### src/rtl/serial_addsub_pkg.sv
// Shared types and defaults for the bit-serial adder/subtractor.
package serial_addsub_pkg;
  localparam int DEF_WIDTH = 8;

  typedef enum logic [1:0] {
    IDLE = 2'd0,
    RUN  = 2'd1,
    DONE = 2'd2
  } state_t;
endpackage

### src/rtl/serial_addsub_if.sv
// Operand/result handshake bundle between a requester and serial_addsub.
interface serial_addsub_if
  import serial_addsub_pkg::*;
#(
  parameter int WIDTH = DEF_WIDTH
);
  logic             start;
  logic             sub;
  logic [WIDTH-1:0] a;
  logic [WIDTH-1:0] b;
  logic             busy;
  logic             done;
  logic [WIDTH-1:0] result;
  logic             cout;

  modport master (output start, sub, a, b, input busy, done, result, cout);
  modport slave  (input start, sub, a, b, output busy, done, result, cout);
endinterface

### src/rtl/serial_addsub_fa_cell.sv
// One-bit full adder built from two half-adder stages and an OR.
module fa_cell (
  input  logic x,
  input  logic y,
  input  logic cin,
  output logic s,
  output logic co
);
  logic h1, c1, c2;

  assign h1 = x ^ y;
  assign c1 = x & y;
  assign s  = h1 ^ cin;
  assign c2 = h1 & cin;
  assign co = c1 | c2;
endmodule

### src/rtl/serial_addsub.sv
// Bit-serial add/subtract, LSB first through a single full-adder cell.
// Subtraction is a + ~b + 1, so the carry register is seeded with sub.
module serial_addsub
  import serial_addsub_pkg::*;
#(
  parameter int WIDTH = DEF_WIDTH
) (
  input logic            clk,
  input logic            rst,
  serial_addsub_if.slave bus
);
  localparam int CW = $clog2(WIDTH) + 1;

  state_t           state;
  logic [WIDTH-1:0] a_sh;
  logic [WIDTH-1:0] b_sh;
  logic [WIDTH-1:0] r_sh;
  logic             carry;
  logic             sub_r;
  logic [CW-1:0]    cnt;
  logic             s, co;
  logic             take;
  logic             last;

  fa_cell u_fa (
    .x   (a_sh[0]),
    .y   (b_sh[0]),
    .cin (carry),
    .s   (s),
    .co  (co)
  );

  assign take = bus.start && (state == IDLE || state == DONE);
  assign last = (cnt == CW'(WIDTH - 1));

  always_ff @(posedge clk) begin
    if (rst) begin
      state      <= IDLE;
      a_sh       <= '0;
      b_sh       <= '0;
      r_sh       <= '0;
      carry      <= 1'b0;
      sub_r      <= 1'b0;
      cnt        <= '0;
      bus.busy   <= 1'b0;
      bus.done   <= 1'b0;
      bus.result <= '0;
      bus.cout   <= 1'b0;
    end else begin
      bus.done <= 1'b0;
      if (take) begin
        a_sh     <= bus.a;
        b_sh     <= bus.sub ? ~bus.b : bus.b;
        carry    <= bus.sub;
        sub_r    <= bus.sub;
        cnt      <= '0;
        bus.busy <= 1'b1;
        state    <= RUN;
      end else begin
        case (state)
          IDLE: state <= IDLE;
          RUN: begin
            a_sh  <= a_sh >> 1;
            b_sh  <= b_sh >> 1;
            r_sh  <= {s, r_sh[WIDTH-1:1]};
            carry <= co;
            cnt   <= cnt + CW'(1);
            if (last) begin
              // Visible outputs only change here, so they hold between results.
              bus.result <= {s, r_sh[WIDTH-1:1]};
              bus.cout   <= co ^ sub_r;
              bus.busy   <= 1'b0;
              bus.done   <= 1'b1;
              state      <= DONE;
            end
          end
          DONE:    state <= IDLE;
          default: state <= IDLE;
        endcase
      end
    end
  end
endmodule
### src/flat_wrapper.sv
// flat-port wrapper written by rule: the top's interface ports become plain ports
module serial_addsub_flat import serial_addsub_pkg::*;
#(
  parameter int WIDTH = DEF_WIDTH
)
  (clk, rst, bus_start, bus_sub, bus_a, bus_b, bus_busy, bus_done, bus_result, bus_cout);
  serial_addsub_if #(.WIDTH(WIDTH)) bus_i ();
  input logic clk;
  input logic rst;
  input wire logic [$bits(bus_i.start)-1:0] bus_start;
  input wire logic [$bits(bus_i.sub)-1:0] bus_sub;
  input wire logic [$bits(bus_i.a)-1:0] bus_a;
  input wire logic [$bits(bus_i.b)-1:0] bus_b;
  output wire logic [$bits(bus_i.busy)-1:0] bus_busy;
  output wire logic [$bits(bus_i.done)-1:0] bus_done;
  output wire logic [$bits(bus_i.result)-1:0] bus_result;
  output wire logic [$bits(bus_i.cout)-1:0] bus_cout;
  assign bus_i.start = bus_start;
  assign bus_i.sub = bus_sub;
  assign bus_i.a = bus_a;
  assign bus_i.b = bus_b;
  assign bus_busy = bus_i.busy;
  assign bus_done = bus_i.done;
  assign bus_result = bus_i.result;
  assign bus_cout = bus_i.cout;
  serial_addsub #(.WIDTH(WIDTH)) u_core (.clk(clk), .rst(rst), .bus(bus_i));
endmodule
### config.mk
export PLATFORM = sky130hd
export DESIGN_NAME = serial_addsub_flat
export DESIGN_NICKNAME = d
export VERILOG_FILES = /design/src/rtl/serial_addsub_pkg.sv /design/src/rtl/serial_addsub_if.sv /design/src/rtl/serial_addsub_fa_cell.sv /design/src/rtl/serial_addsub.sv /design/src/flat_wrapper.sv
export SDC_FILE = /design/constraint.sdc
export NUM_CORES = 1
export LEC_CHECK = 0
export ABC_AREA = 1
export CORE_ASPECT_RATIO = 0.5
export CORE_MARGIN = 8
export CORE_UTILIZATION = 52
export DETAILED_ROUTE_END_ITERATION = 10
export GPL_ROUTABILITY_DRIVEN = 0
export PLACE_DENSITY = 0.78
export SLEW_MARGIN = 20
export SYNTH_ARGS = -nofsm -noshare
export SYNTH_HDL_FRONTEND = slang
export SYNTH_SLANG_ARGS = --single-unit
### constraint.sdc
create_clock -name clk -period 1.24 [get_ports clk]
set_input_delay 0.124 -clock clk [delete_from_list [all_inputs] [get_ports clk]]
set_output_delay 0.124 -clock clk [all_outputs]
set_load 0.02 [all_outputs]
==> out/qor.tcl, run 1 <==
set qor(layout.cells.most_common) {sky130_fd_sc_hd__nand2_1}
set qor(num_rows) 15
set qor(cts_max_level) 2
set qor(areaGrowthSynthToFinish_pct) 35.2
set qor(vias) 1800
set qor(synth.cell_area_um2) 1840
set qor(power_density_nw_per_um2) 1300
set qor(clkTransAtPathRegs_ps) 90
set qor(fmax_mhz) 812
set qor(cellLeakagePower_nw) 1.18
set qor(syn_area_per_cell_um2) 6.95
set qor(multi_input_area_um2) 825
set qor(run_status) {finished, final reports clean}
set qor(rsz0062_at_grt) {false}
set qor(grt_first_pass_wirelength_um) 7070
set qor(synth_fp_nets) 286
set qor(timing.final.crit_period_ps) 1230
set qor(arrival_ps) 1470
set qor(fp.dieW_um) 100
set qor(route.antenna.remaining_nets) 0
set qor(grt_total_usage_pct) 14.9
set qor(root_buffer_cell) {sky130_fd_sc_hd__clkbuf_8}
set qor(drt_iter0_drc) 60
set qor(via_per_inst) 4.96
set qor(wl_per_cell_um) 11.5
set qor(netlist_instances) 264
set qor(finalCritPeriodShare_pct) 99.4
set qor(final_layout_size_suffix_gt1_share_pct) 15.4
set qor(total_switching_power_mw) 0.780
set qor(synth_top_area_share_pct) 45.8
set qor(cts_tree) {yes}
set qor(crit_type) {reg -> reg}
set qor(cts_max_path_buffers) 2
set qor(drt_wl_total_um) 4180
set qor(switching_share_pct) 24.2
set qor(antenna_violations_before_repair) 0
set qor(core_um2) 3420
set qor(power.share.sequential_pct) 45.8
set qor(design_power_total_mw) 3.22
set qor(crit_fanout) 2
set qor(setup_viol_count_final) 0
set qor(dpl_cell_area_um2) 2300
set qor(cellInternalPower_mw) 2.44
set qor(first_global_vias) 1658
set qor(detailedPlacementHpwl_um) 3040
set qor(synth.distinct_cells) 21
set qor(drt_pre_antenna_iters) 4
set qor(numCtsBuffers) 5
set qor(start_util_pct) 53.7
set qor(yosys-top-cells-area) {sky130_fd_sc_hd__dfxtp_1 46%, sky130_fd_sc_hd__nand2_1 15%, sky130_fd_sc_hd__inv_1 6.7%}
set qor(diodes) 0
set qor(synth-seq-cells) 42
set qor(pin_count_of_the_biggest_net_entering_global_routing) 21
set qor(portBuffers) 30
set qor(clk_lat_worst_skew_ps) 300
set qor(fillers) 288
set qor(slew_viol_final) 0
set qor(detail_route.drc_violations) 0
set qor(power.share.clock_pct) 40.1
set qor(max_slew.worst_pin.slew_ps) 200
set qor(worst_setup_path_start_kind) {register}
set qor(pwr-share-comb_pct) 14.1
set qor(grt_remaining_overflow) 0
set qor(die_height_um) 58.0
set qor(die_area_um2) 5800
set qor(postLayoutCellArea_um2) 2480
set qor(layout.cells.most_common_list) {67 x sky130_fd_sc_hd__nand2_1, 38 x sky130_fd_sc_hd__dfxtp_1, 33 x sky130_fd_sc_hd__inv_1, 23 x sky130_fd_sc_hd__a21oi_1, 21 x sky130_fd_sc_hd__nand3_1}
set qor(synth.yosys.seq_area_share_pct) 45.8
set qor(timing.max_cap.violations) 0
set qor(setup_ws_ps) 7.96
set qor(yosys_warnings) 0
set qor(nets) 333
set qor(max-slew-margin-rel_pct) 86.5
set qor(timing.hold.worst.class) {in -> reg}
set qor(synth_top_area_cell) {sky130_fd_sc_hd__dfxtp_1}
set qor(data_required_time_at_the_worst_endpoint_ps) 1480
set qor(detailedPlace.worstSlack_ps) -42.2
set qor(worst_setup_ep_type) {register}
set qor(skew_ps) 10.6
set qor(io-pin-count) 31
set qor(timing_hold_violations_final) 0
set qor(regArea_um2) 846
set qor(post_cts_hold_buffer_count) 0
set qor(ir_worst_vdd_mv) 0.704
set qor(clock_sink_count) 42
## final cells by class
type | count | area share (%)
Sequential cell | 42 | 34.1
Multi-Input combinational cell | 173 | 33.2
Timing Repair Buffer | 52 | 19.0
Inverter | 37 | 5.59
Clock buffer | 5 | 2.77
Clock inverter | 3 | 2.77
Tap cell | 51 | 2.57
## synthesized netlist by cell type
cell type                  number
sky130_fd_sc_hd__dfxtp_1       42
sky130_fd_sc_hd__inv_1         33
sky130_fd_sc_hd__o21ai_0       16
sky130_fd_sc_hd__buf_4          2
sky130_fd_sc_hd__nand3_1       21
sky130_fd_sc_hd__nand2_2        1
sky130_fd_sc_hd__nor3_1         4
sky130_fd_sc_hd__fa_1           1
sky130_fd_sc_hd__buf_2          5
sky130_fd_sc_hd__xor2_1         2
sky130_fd_sc_hd__o21ai_1        9
sky130_fd_sc_hd__nand2_1       71
sky130_fd_sc_hd__nor2_4         1
sky130_fd_sc_hd__ha_1           1
sky130_fd_sc_hd__inv_2          4
sky130_fd_sc_hd__a21oi_1       23
sky130_fd_sc_hd__buf_6          1
sky130_fd_sc_hd__buf_1          1
sky130_fd_sc_hd__clkbuf_1       3
sky130_fd_sc_hd__a211oi_1       1
sky130_fd_sc_hd__nor2_1        22
## stage by stage
stage	hold WS (ps)	setup TNS [ps]	std cells	util (%)
after floorplan	202	0	264	-
after global placement	450	-25.1	354	67.4
after detailed placement	454	-307	354	67.4
after CTS	376	0	362	71.1
after global routing	394	0	363	72.7
final	384	0	363	72.7
## state kept, by name (all words and copies together), names as in the netlist, 2 cells and up
register / cells
u_core.b_sh: 8
u_core.state: 2
u_core.bus.result: 8
u_core.a_sh: 8
u_core.cnt: 4
u_core.r_sh: 7
## power groups by stage
stage | sequential (mW) | combinational, mW | clock, mW
after floorplan | 1.50 | 0.268 | 0
after global placement | 1.50 | 0.430 | 0
after detailed placement | 1.50 | 0.443 | 0
after CTS | 1.47 | 0.445 | 1.32
after global routing | 1.48 | 0.514 | 1.36
final | 1.48 | 0.455 | 1.29
## cell families (layout without fill, tap and decap cells)
group                      after synthesis  in the layout  synth area share (%)
buffers and inverters                   49             97                  11.2
adders and majority gates                2              2                  1.77
and+or+nand+nor                        120            120                  26.8
AOI/OAI and AO/OA                       49             49                  13.5
DFF                                     42             42                  45.8
xor gates and xnor gates                 2              2                 0.955
## layer usage
layer / up-vias / global-route usage (%) / share of wire [%]
li1: 924 / - / -
met1: 829 / 17.4 / 46
met2: 37 / 25.1 / 48
met3: 10 / 4.18 / 4.1
met4: 0 / 7.02 / 2.0
met5: - / 0 / 0
## worst paths after layout
path / depth (start not counted) / to / from / slack (ps)
setup / recovery: 3 / u_core.r_sh[7]$_SDFFE_PP0P_ / u_core.a_sh[0]$_SDFFE_PP0P_ / 8
hold / removal: 3 / u_core.a_sh[7]$_SDFFE_PP0P_ / bus_a[7] / 380
hold reg to reg: 2 / u_core.b_sh[7]$_SDFFE_PP0P_ / u_core.b_sh[7]$_SDFFE_PP0P_ / 460
setup reg to reg: 3 / u_core.r_sh[7]$_SDFFE_PP0P_ / u_core.a_sh[0]$_SDFFE_PP0P_ / 8
## what timing repair did
item	CTS	global route
pin swaps	0	3
buffers inserted	0	1
setup endpoints to repair	18	24
cloned	0	0
gates resized for setup	12	15
## worst max-delay path, stage by stage (launching register included)
cell	delay (ps)
sky130_fd_sc_hd__dfxtp_1	350
sky130_fd_sc_hd__fa_2	580
sky130_fd_sc_hd__o21ai_0	100
sky130_fd_sc_hd__a21oi_1	140
No activity file was read; power rests on OpenSTA's default activity.
==> run 2, diff against run 1 <==
- SETUP_SLACK_MARGIN: unset -> 0.1
==> out/qor.tcl, run 2 (synthesis results as in run 1) <==
set qor(ir_worst_vdd_mv) 0.703 ;# -0.12%
set qor(crit_type) {reg -> reg}
set qor(slew_viol_final) 0 ;# unchanged
set qor(reg_top3) {u_core.a_sh: 8 flops, u_core.b_sh: 8 flops, u_core.bus.result: 8 flops}
set qor(clock_sink_count) 42 ;# unchanged
set qor(cp_slowest_stage_delay_ps) 360 ;# -220 ps
set qor(pin_count_of_the_biggest_net_entering_global_routing) 21 ;# unchanged
set qor(rsz0062_at_grt) {true}
set qor(layout.cells.most_common_list) {63 x sky130_fd_sc_hd__nand2_1, 36 x sky130_fd_sc_hd__dfxtp_1, 33 x sky130_fd_sc_hd__inv_1, 22 x sky130_fd_sc_hd__a21oi_1, 21 x sky130_fd_sc_hd__nand3_1}
set qor(portBuffers) 30 ;# unchanged
set qor(power_density_nw_per_um2) 1280 ;# -1.8%
set qor(drt_wl_total_um) 4290 ;# +2.5%
set qor(critPathMostFrequentCell) {sky130_fd_sc_hd__nand2_2}
set qor(nets) 335 ;# +0.60%
set qor(data_required_time_at_the_worst_endpoint_ps) 1460 ;# -20 ps
set qor(max-slew-margin-rel_pct) 84.2 ;# -2.3 points
set qor(skew_ps) 8.34 ;# -2.22 ps
set qor(root_buffer_cell) {sky130_fd_sc_hd__clkbuf_8}
set qor(layout.cells.most_common) {sky130_fd_sc_hd__nand2_1}
set qor(drt_pre_antenna_iters) 4 ;# unchanged
set qor(worst_setup_ep_type) {register}
set qor(timing.max_cap.violations) 0 ;# unchanged
set qor(final_layout_size_suffix_gt1_share_pct) 19.1 ;# +3.7 points
set qor(cts_max_level) 2 ;# unchanged
set qor(grt_remaining_overflow) 0 ;# unchanged
set qor(via_per_inst) 4.98 ;# +0.45%
set qor(cts_max_path_buffers) 2 ;# unchanged
set qor(setup_ws_ps) 58.9 ;# +50.9 ps
set qor(wl_per_cell_um) 11.7 ;# +1.9%
set qor(fp.dieW_um) 100 ;# unchanged
set qor(crit_buf_inv) 3 ;# +3
set qor(timing.critical_path.max_delay_family) {flip-flops}
set qor(detailedPlace.worstSlack_ps) -42.2 ;# unchanged
set qor(fillers) 272 ;# -5.6%
set qor(first_global_vias) 1673 ;# +0.90%
set qor(num_rows) 15 ;# unchanged
set qor(numCtsBuffers) 5 ;# unchanged
set qor(run_status) {finished, final reports clean}
set qor(total_switching_power_mw) 0.798 ;# +2.3%
set qor(cells_traversed_along_the_worst_timing_path) {inv_2, nand2_2, nand2_2, buf_4, inv_4, nand2_1, a21oi_1}
set qor(detail_route.drc_violations) 0 ;# unchanged
set qor(hold_slack_ps) 387 ;# +2.97 ps
set qor(antenna_violations_before_repair) 0 ;# unchanged
set qor(core_um2) 3420 ;# unchanged
set qor(io-pin-count) 31 ;# unchanged
set qor(postLayoutCoreUtil_pct) 74.8 ;# +2.1 points
set qor(route.antenna.remaining_nets) 0 ;# unchanged
set qor(timing_hold_violations_final) 0 ;# unchanged
set qor(crit_fanout) 7 ;# +5
set qor(cts_tree) {yes}
set qor(dpl_cell_area_um2) 2300 ;# unchanged
set qor(timing.hold.worst.class) {in -> reg}
set qor(diodes) 0 ;# unchanged
set qor(crit_path_top_delay_cell) {sky130_fd_sc_hd__dfxtp_2}
set qor(die_area_um2) 5800 ;# unchanged
set qor(areaGrowthSynthToFinish_pct) 39.2
set qor(arrival_ps) 1400 ;# -70 ps
set qor(vias) 1818 ;# +1.0%
set qor(grt_first_pass_wirelength_um) 7130 ;# +0.78%
set qor(finalCritPeriodShare_pct) 95.2 ;# -4.1 points
set qor(power.share.sequential_pct) 45.4 ;# -0.4 points
set qor(fmax_mhz) 847 ;# +4.3%
set qor(setup_viol_count_final) 0 ;# unchanged
set qor(pwr-share-comb_pct) 15.0 ;# +0.9 points
set qor(max_slew.worst_pin.slew_ps) 235 ;# +34.2 ps
set qor(final_cells) 365 ;# +0.55%
set qor(die_height_um) 58.0 ;# unchanged
set qor(switching_share_pct) 24.5 ;# +0.29 points
set qor(placed_cells_incl_taps) 354 ;# unchanged
set qor(timing.final.crit_period_ps) 1180 ;# -50.9 ps
set qor(worst_setup_path_start_kind) {register}
set qor(start_util_pct) 53.7 ;# unchanged
set qor(cellLeakagePower_nw) 1.18 ;# +0.26%
set qor(postLayoutCellArea_um2) 2550 ;# +2.9%
set qor(drt_iter0_drc) 77 ;# +28%
set qor(cellInternalPower_mw) 2.46 ;# +0.71%
set qor(detailedPlacementHpwl_um) 3040 ;# unchanged
set qor(clkTransAtPathRegs_ps) 80 ;# about the same
set qor(clk_lat_worst_skew_ps) 300 ;# about the same
set qor(power.share.clock_pct) 39.7 ;# -0.4 points
set qor(grt_total_usage_pct) 15.1 ;# +0.13 points
set qor(post_cts_hold_buffer_count) 0 ;# unchanged
-- run 2: cell type report --
class / count / area (µm²) / share of cell area, %
Sequential cell: 42 / 848 / 33.2
Multi-Input combinational cell: 173 / 851 / 33.3
Clock inverter: 3 / 68.8 / 2.69
Tap cell: 51 / 63.8 / 2.50
Inverter: 37 / 144 / 5.63
Timing Repair Buffer: 54 / 510 / 20.0
Clock buffer: 5 / 68.8 / 2.69
-- run 2: worst register-to-register path, cell delays in order, from the launching register on --
cell and delay, ps:
sky130_fd_sc_hd__dfxtp_2 360, sky130_fd_sc_hd__inv_2 70, sky130_fd_sc_hd__nand2_2 130, sky130_fd_sc_hd__nand2_2 80
sky130_fd_sc_hd__buf_4 140, sky130_fd_sc_hd__inv_4 80, sky130_fd_sc_hd__nand2_1 60, sky130_fd_sc_hd__a21oi_1 170
-- run 2: path summary, 6_finish.rpt --
| kind | from | end | slack [ps] | depth (start not counted) |
|---|---|---|---|---|
| worst max-delay path | u_core.state[1]$_SDFFE_PP0P_ | u_core.a_sh[0]$_SDFFE_PP0P_ | 60 | 7 |
| worst min-delay path | bus_a[7] | u_core.a_sh[7]$_SDFFE_PP0P_ | 390 | 3 |
| worst max register to register | u_core.state[1]$_SDFFE_PP0P_ | u_core.a_sh[0]$_SDFFE_PP0P_ | 60 | 7 |
| worst min register to register | u_core.b_sh[7]$_SDFFE_PP0P_ | u_core.b_sh[7]$_SDFFE_PP0P_ | 460 | 2 |
-- run 2: power by group through the flow --
stage | Sequential (mW) | Clock [mW] | Combinational (mW)
6_report | 1.48 | 1.29 | 0.488
5_1_grt | 1.49 | 1.36 | 0.545
4_1_cts | 1.48 | 1.32 | 0.452
3_5_place_dp | 1.50 | 0 | 0.443
3_3_place_gp | 1.50 | 0 | 0.430
2_1_floorplan | 1.50 | 0 | 0.268
-- run 2: routing by layer --
metal,share of wire (%),wire length (µm),vias up,track usage (%)
li1,-,-,931,-
met1,46,1960,832,17.6
met5,0,0,-,0
met3,4.8,204,13,4.18
met4,2.2,93,0,7.02
met2,47,2030,42,25.4
-- run 2: what timing repair did --
item                       CTS  global route
pin swaps                    2             7
resized for setup           24            33
cloned                       0             1
setup endpoints to repair   33            34
buffers inserted             1             1
-- run 2: through the flow --
step | total power, mW | TNS, ps
after detailed placement | 1.95 | -307
after global placement | 1.93 | -25.1
final | 3.26 | 0
after floorplan | 1.77 | 0
after CTS | 3.24 | 0
after global routing | 3.39 | 0
==> run 3, diff against run 2 <==
- CORE_UTILIZATION: 52 -> 40
- PLACE_DENSITY: 0.78 -> unset
==> out/qor.tcl, run 3 (synthesis results as in run 1) <==
set qor(drt_pre_antenna_iters) 4 ;# unchanged
set qor(arrival_ps) 1370 ;# -30 ps
set qor(core_um2) 4400 ;# +29%
set qor(placed_cells_incl_taps) 364 ;# +2.8%
set qor(data_required_time_at_the_worst_endpoint_ps) 1470 ;# about the same
set qor(grt_first_pass_wirelength_um) 7190 ;# +0.87%
set qor(worst-path-stages) 3 ;# -4
set qor(total_switching_power_mw) 0.789 ;# -1.1%
set qor(die_area_um2) 7140 ;# +23%
set qor(grt_remaining_overflow) 0 ;# unchanged
set qor(via_per_inst) 4.71 ;# -5.3%
set qor(cts_tree) {yes}
set qor(first_global_vias) 1581 ;# -5.5%
set qor(io-pin-count) 31 ;# unchanged
set qor(layout.cells.most_common) {sky130_fd_sc_hd__nand2_1}
set qor(max_slew.worst_pin.slew_ps) 212 ;# -22.2 ps
set qor(final_layout_size_suffix_gt1_share_pct) 22.0 ;# +2.9 points
set qor(numCtsBuffers) 5 ;# unchanged
set qor(wl_per_cell_um) 11.7 ;# about the same
set qor(crit_type) {reg -> reg}
set qor(nets) 339 ;# +1.2%
set qor(setup_ws_ps) 94.1 ;# +35.2 ps
set qor(num_rows) 17 ;# +2
set qor(pin_count_of_the_biggest_net_entering_global_routing) 17 ;# -19%
set qor(worstReg2RegEnd) {u_core.r_sh[7]$_SDFFE_PP0P_}
set qor(clkTransAtPathRegs_ps) 80 ;# about the same
set qor(hold_slack_ps) 398 ;# +10.6 ps
set qor(timing.hold.worst.class) {in -> reg}
set qor(postLayoutCoreUtil_pct) 58.7 ;# -16 points
set qor(pwr-share-comb_pct) 17.7 ;# +2.7 points
set qor(detail_route.drc_violations) 0 ;# unchanged
set qor(timing.critical_path.max_delay_family) {adder cells}
set qor(post_cts_hold_buffer_count) 0 ;# unchanged
set qor(timing.hold.worst_endpoint) {u_core.a_sh[7]$_SDFFE_PP0P_}
set qor(cellLeakagePower_nw) 1.19 ;# +0.72%
set qor(timing.reg2reg.worst_path_depth) 3 ;# -4
set qor(worst_setup_path_start_kind) {register}
set qor(drt_wl_total_um) 4400 ;# +2.8%
set qor(start_util_pct) 41.7 ;# -12 points
set qor(final_cells) 375 ;# +2.7%
set qor(fillers) 407 ;# +50%
set qor(crit_path_top_delay_cell) {sky130_fd_sc_hd__fa_2}
set qor(clock_sink_count) 42 ;# unchanged
set qor(run_status) {finished, final reports clean}
set qor(setup_viol_count_final) 0 ;# unchanged
set qor(regArea_um2) 856 ;# +0.88%
set qor(switching_share_pct) 27.6 ;# +3.2 points
set qor(launch_point_of_the_worst_reg_to_reg_path) {u_core.a_sh[0]$_SDFFE_PP0P_}
set qor(clk_lat_worst_skew_ps) 290 ;# about the same
set qor(reg_top3) {u_core.a_sh: 8 flops, u_core.b_sh: 8 flops, u_core.bus.result: 8 flops}
set qor(reg2reg_slack_ps) 90 ;# +40 ps
set qor(vias) 1768 ;# -2.8%
set qor(antenna_violations_before_repair) 0 ;# unchanged
set qor(fp.dieW_um) 112 ;# +12%
set qor(cellInternalPower_mw) 2.06 ;# -16%
set qor(worst_setup_ep_type) {register}
set qor(slew_viol_final) 0 ;# unchanged
set qor(power_density_nw_per_um2) 1100 ;# -13%
set qor(fmax_mhz) 873 ;# +3.1%
set qor(skew_ps) 7.30 ;# -1.04 ps
set qor(cells_traversed_along_the_worst_timing_path) {fa_2, o21ai_1, a21oi_1}
set qor(timing.final.crit_period_ps) 1150 ;# -35.2 ps
set qor(hold_path_depth) 3 ;# unchanged
set qor(timing_hold_violations_final) 0 ;# unchanged
set qor(multi_input_area_um2) 893 ;# +5.0%
set qor(crit_fanout) 2 ;# -5
set qor(finalCritPeriodShare_pct) 92.4 ;# -2.8 points
set qor(detailedPlacementHpwl_um) 3170 ;# +4.1%
set qor(power.share.sequential_pct) 51.8 ;# +6.4 points
set qor(grt_total_usage_pct) 12.1 ;# -3.0 points
set qor(crit_buf_inv) 0 ;# -3
set qor(die_height_um) 63.9 ;# +10%
set qor(portBuffers) 30 ;# unchanged
set qor(cts_max_path_buffers) 2 ;# unchanged
set qor(detailedPlace.worstSlack_ps) -59.7 ;# -17.5 ps
set qor(cts_max_level) 2 ;# unchanged
set qor(route.antenna.remaining_nets) 0 ;# unchanged
set qor(holdCritStartpoint) {bus_a[7]}
set qor(root_buffer_cell) {sky130_fd_sc_hd__clkbuf_8}
set qor(ir_worst_vdd_mv) 0.632 ;# -10%
set qor(layout.cells.most_common_list) {65 x sky130_fd_sc_hd__nand2_1, 34 x sky130_fd_sc_hd__dfxtp_1, 33 x sky130_fd_sc_hd__inv_1, 22 x sky130_fd_sc_hd__a21oi_1, 19 x sky130_fd_sc_hd__clkdlybuf4s50_1}
set qor(cp_slowest_stage_delay_ps) 580 ;# +220 ps
set qor(timing.max_cap.violations) 0 ;# unchanged
set qor(max-slew-margin-rel_pct) 85.8 ;# +1.6 points
set qor(diodes) 0 ;# unchanged
set qor(rsz0062_at_grt) {true}
set qor(power.share.clock_pct) 30.6 ;# -9.1 points
set qor(areaGrowthSynthToFinish_pct) 40.8
set qor(drt_iter0_drc) 89 ;# +16%
set qor(design_power_total_mw) 2.85 ;# -12%
==> run 3: tightest hold or removal path, stage by stage <==
cell	delay, ps
sky130_fd_sc_hd__clkdlybuf4s50_1	400
sky130_fd_sc_hd__nand2_1	60
sky130_fd_sc_hd__a21oi_1	50
==> run 3: routing by layer <==
metal	track usage [%]	part of all wire, %	vias to the layer above	wire length, µm
met3	3.93	4.6	4	202
met1	15.2	48	798	2100
li1	-	-	931	-
met4	2.53	0.98	0	43
met2	19.9	47	35	2060
met5	0	0	-	0
==> run 3: area by class of cell <==
class / instances / share of cell area [%]
inverters: 37 / 5.76
multi-input cells: 173 / 34.6
well taps: 57 / 2.76
clock inverters: 2 / 0.532
repair buffers: 58 / 20.5
flip-flops and latches: 42 / 33.1
clock buffers: 6 / 2.81
==> run 3: through the flow <==
step	setup TNS, ps	area, µm²
3_5_place_dp	-556	2330
4_1_cts	0	2460
2_1_floorplan	0	1840
5_1_grt	0	2580
6_report	0	2580
3_3_place_gp	-275	2330
==> run 3: repair_timing <==
item / CTS / global route
pin swaps: 5 / 12
setup buffers: 1 / 1
cloned: 0 / 1
endpoints found under the hold margin: 0 / 0
resized for setup: 31 / 42
endpoints found under the setup margin: 48 / 38
==> run 3: worst max-delay path by stage <==
stage                                            start                           end  slack (ps)
after global routing        u_core.cnt[0]$_SDFFE_PP0N_  u_core.bus.cout$_SDFFE_PP0P_          50
final                      u_core.a_sh[0]$_SDFFE_PP0P_   u_core.r_sh[7]$_SDFFE_PP0P_          90
after global placement    u_core.state[1]$_SDFFE_PP0P_   u_core.a_sh[0]$_SDFFE_PP0P_         -50
after floorplan            u_core.a_sh[0]$_SDFFE_PP0P_  u_core.bus.cout$_SDFFE_PP0P_         120
after CTS                 u_core.state[1]$_SDFFE_PP0P_     u_core.carry$_SDFFE_PP0P_          50
after detailed placement                     bus_start     u_core.carry$_SDFFE_PP0P_         -60
==> run 3: power by group through the flow <==
stage	clock network (mW)	registers (mW)	logic, mW
floorplan	0	1.50	0.268
global placement	0	1.50	0.441
detailed placement	0	1.50	0.446
CTS	0.887	1.48	0.458
global route	0.963	1.49	0.562
finish	0.872	1.48	0.505
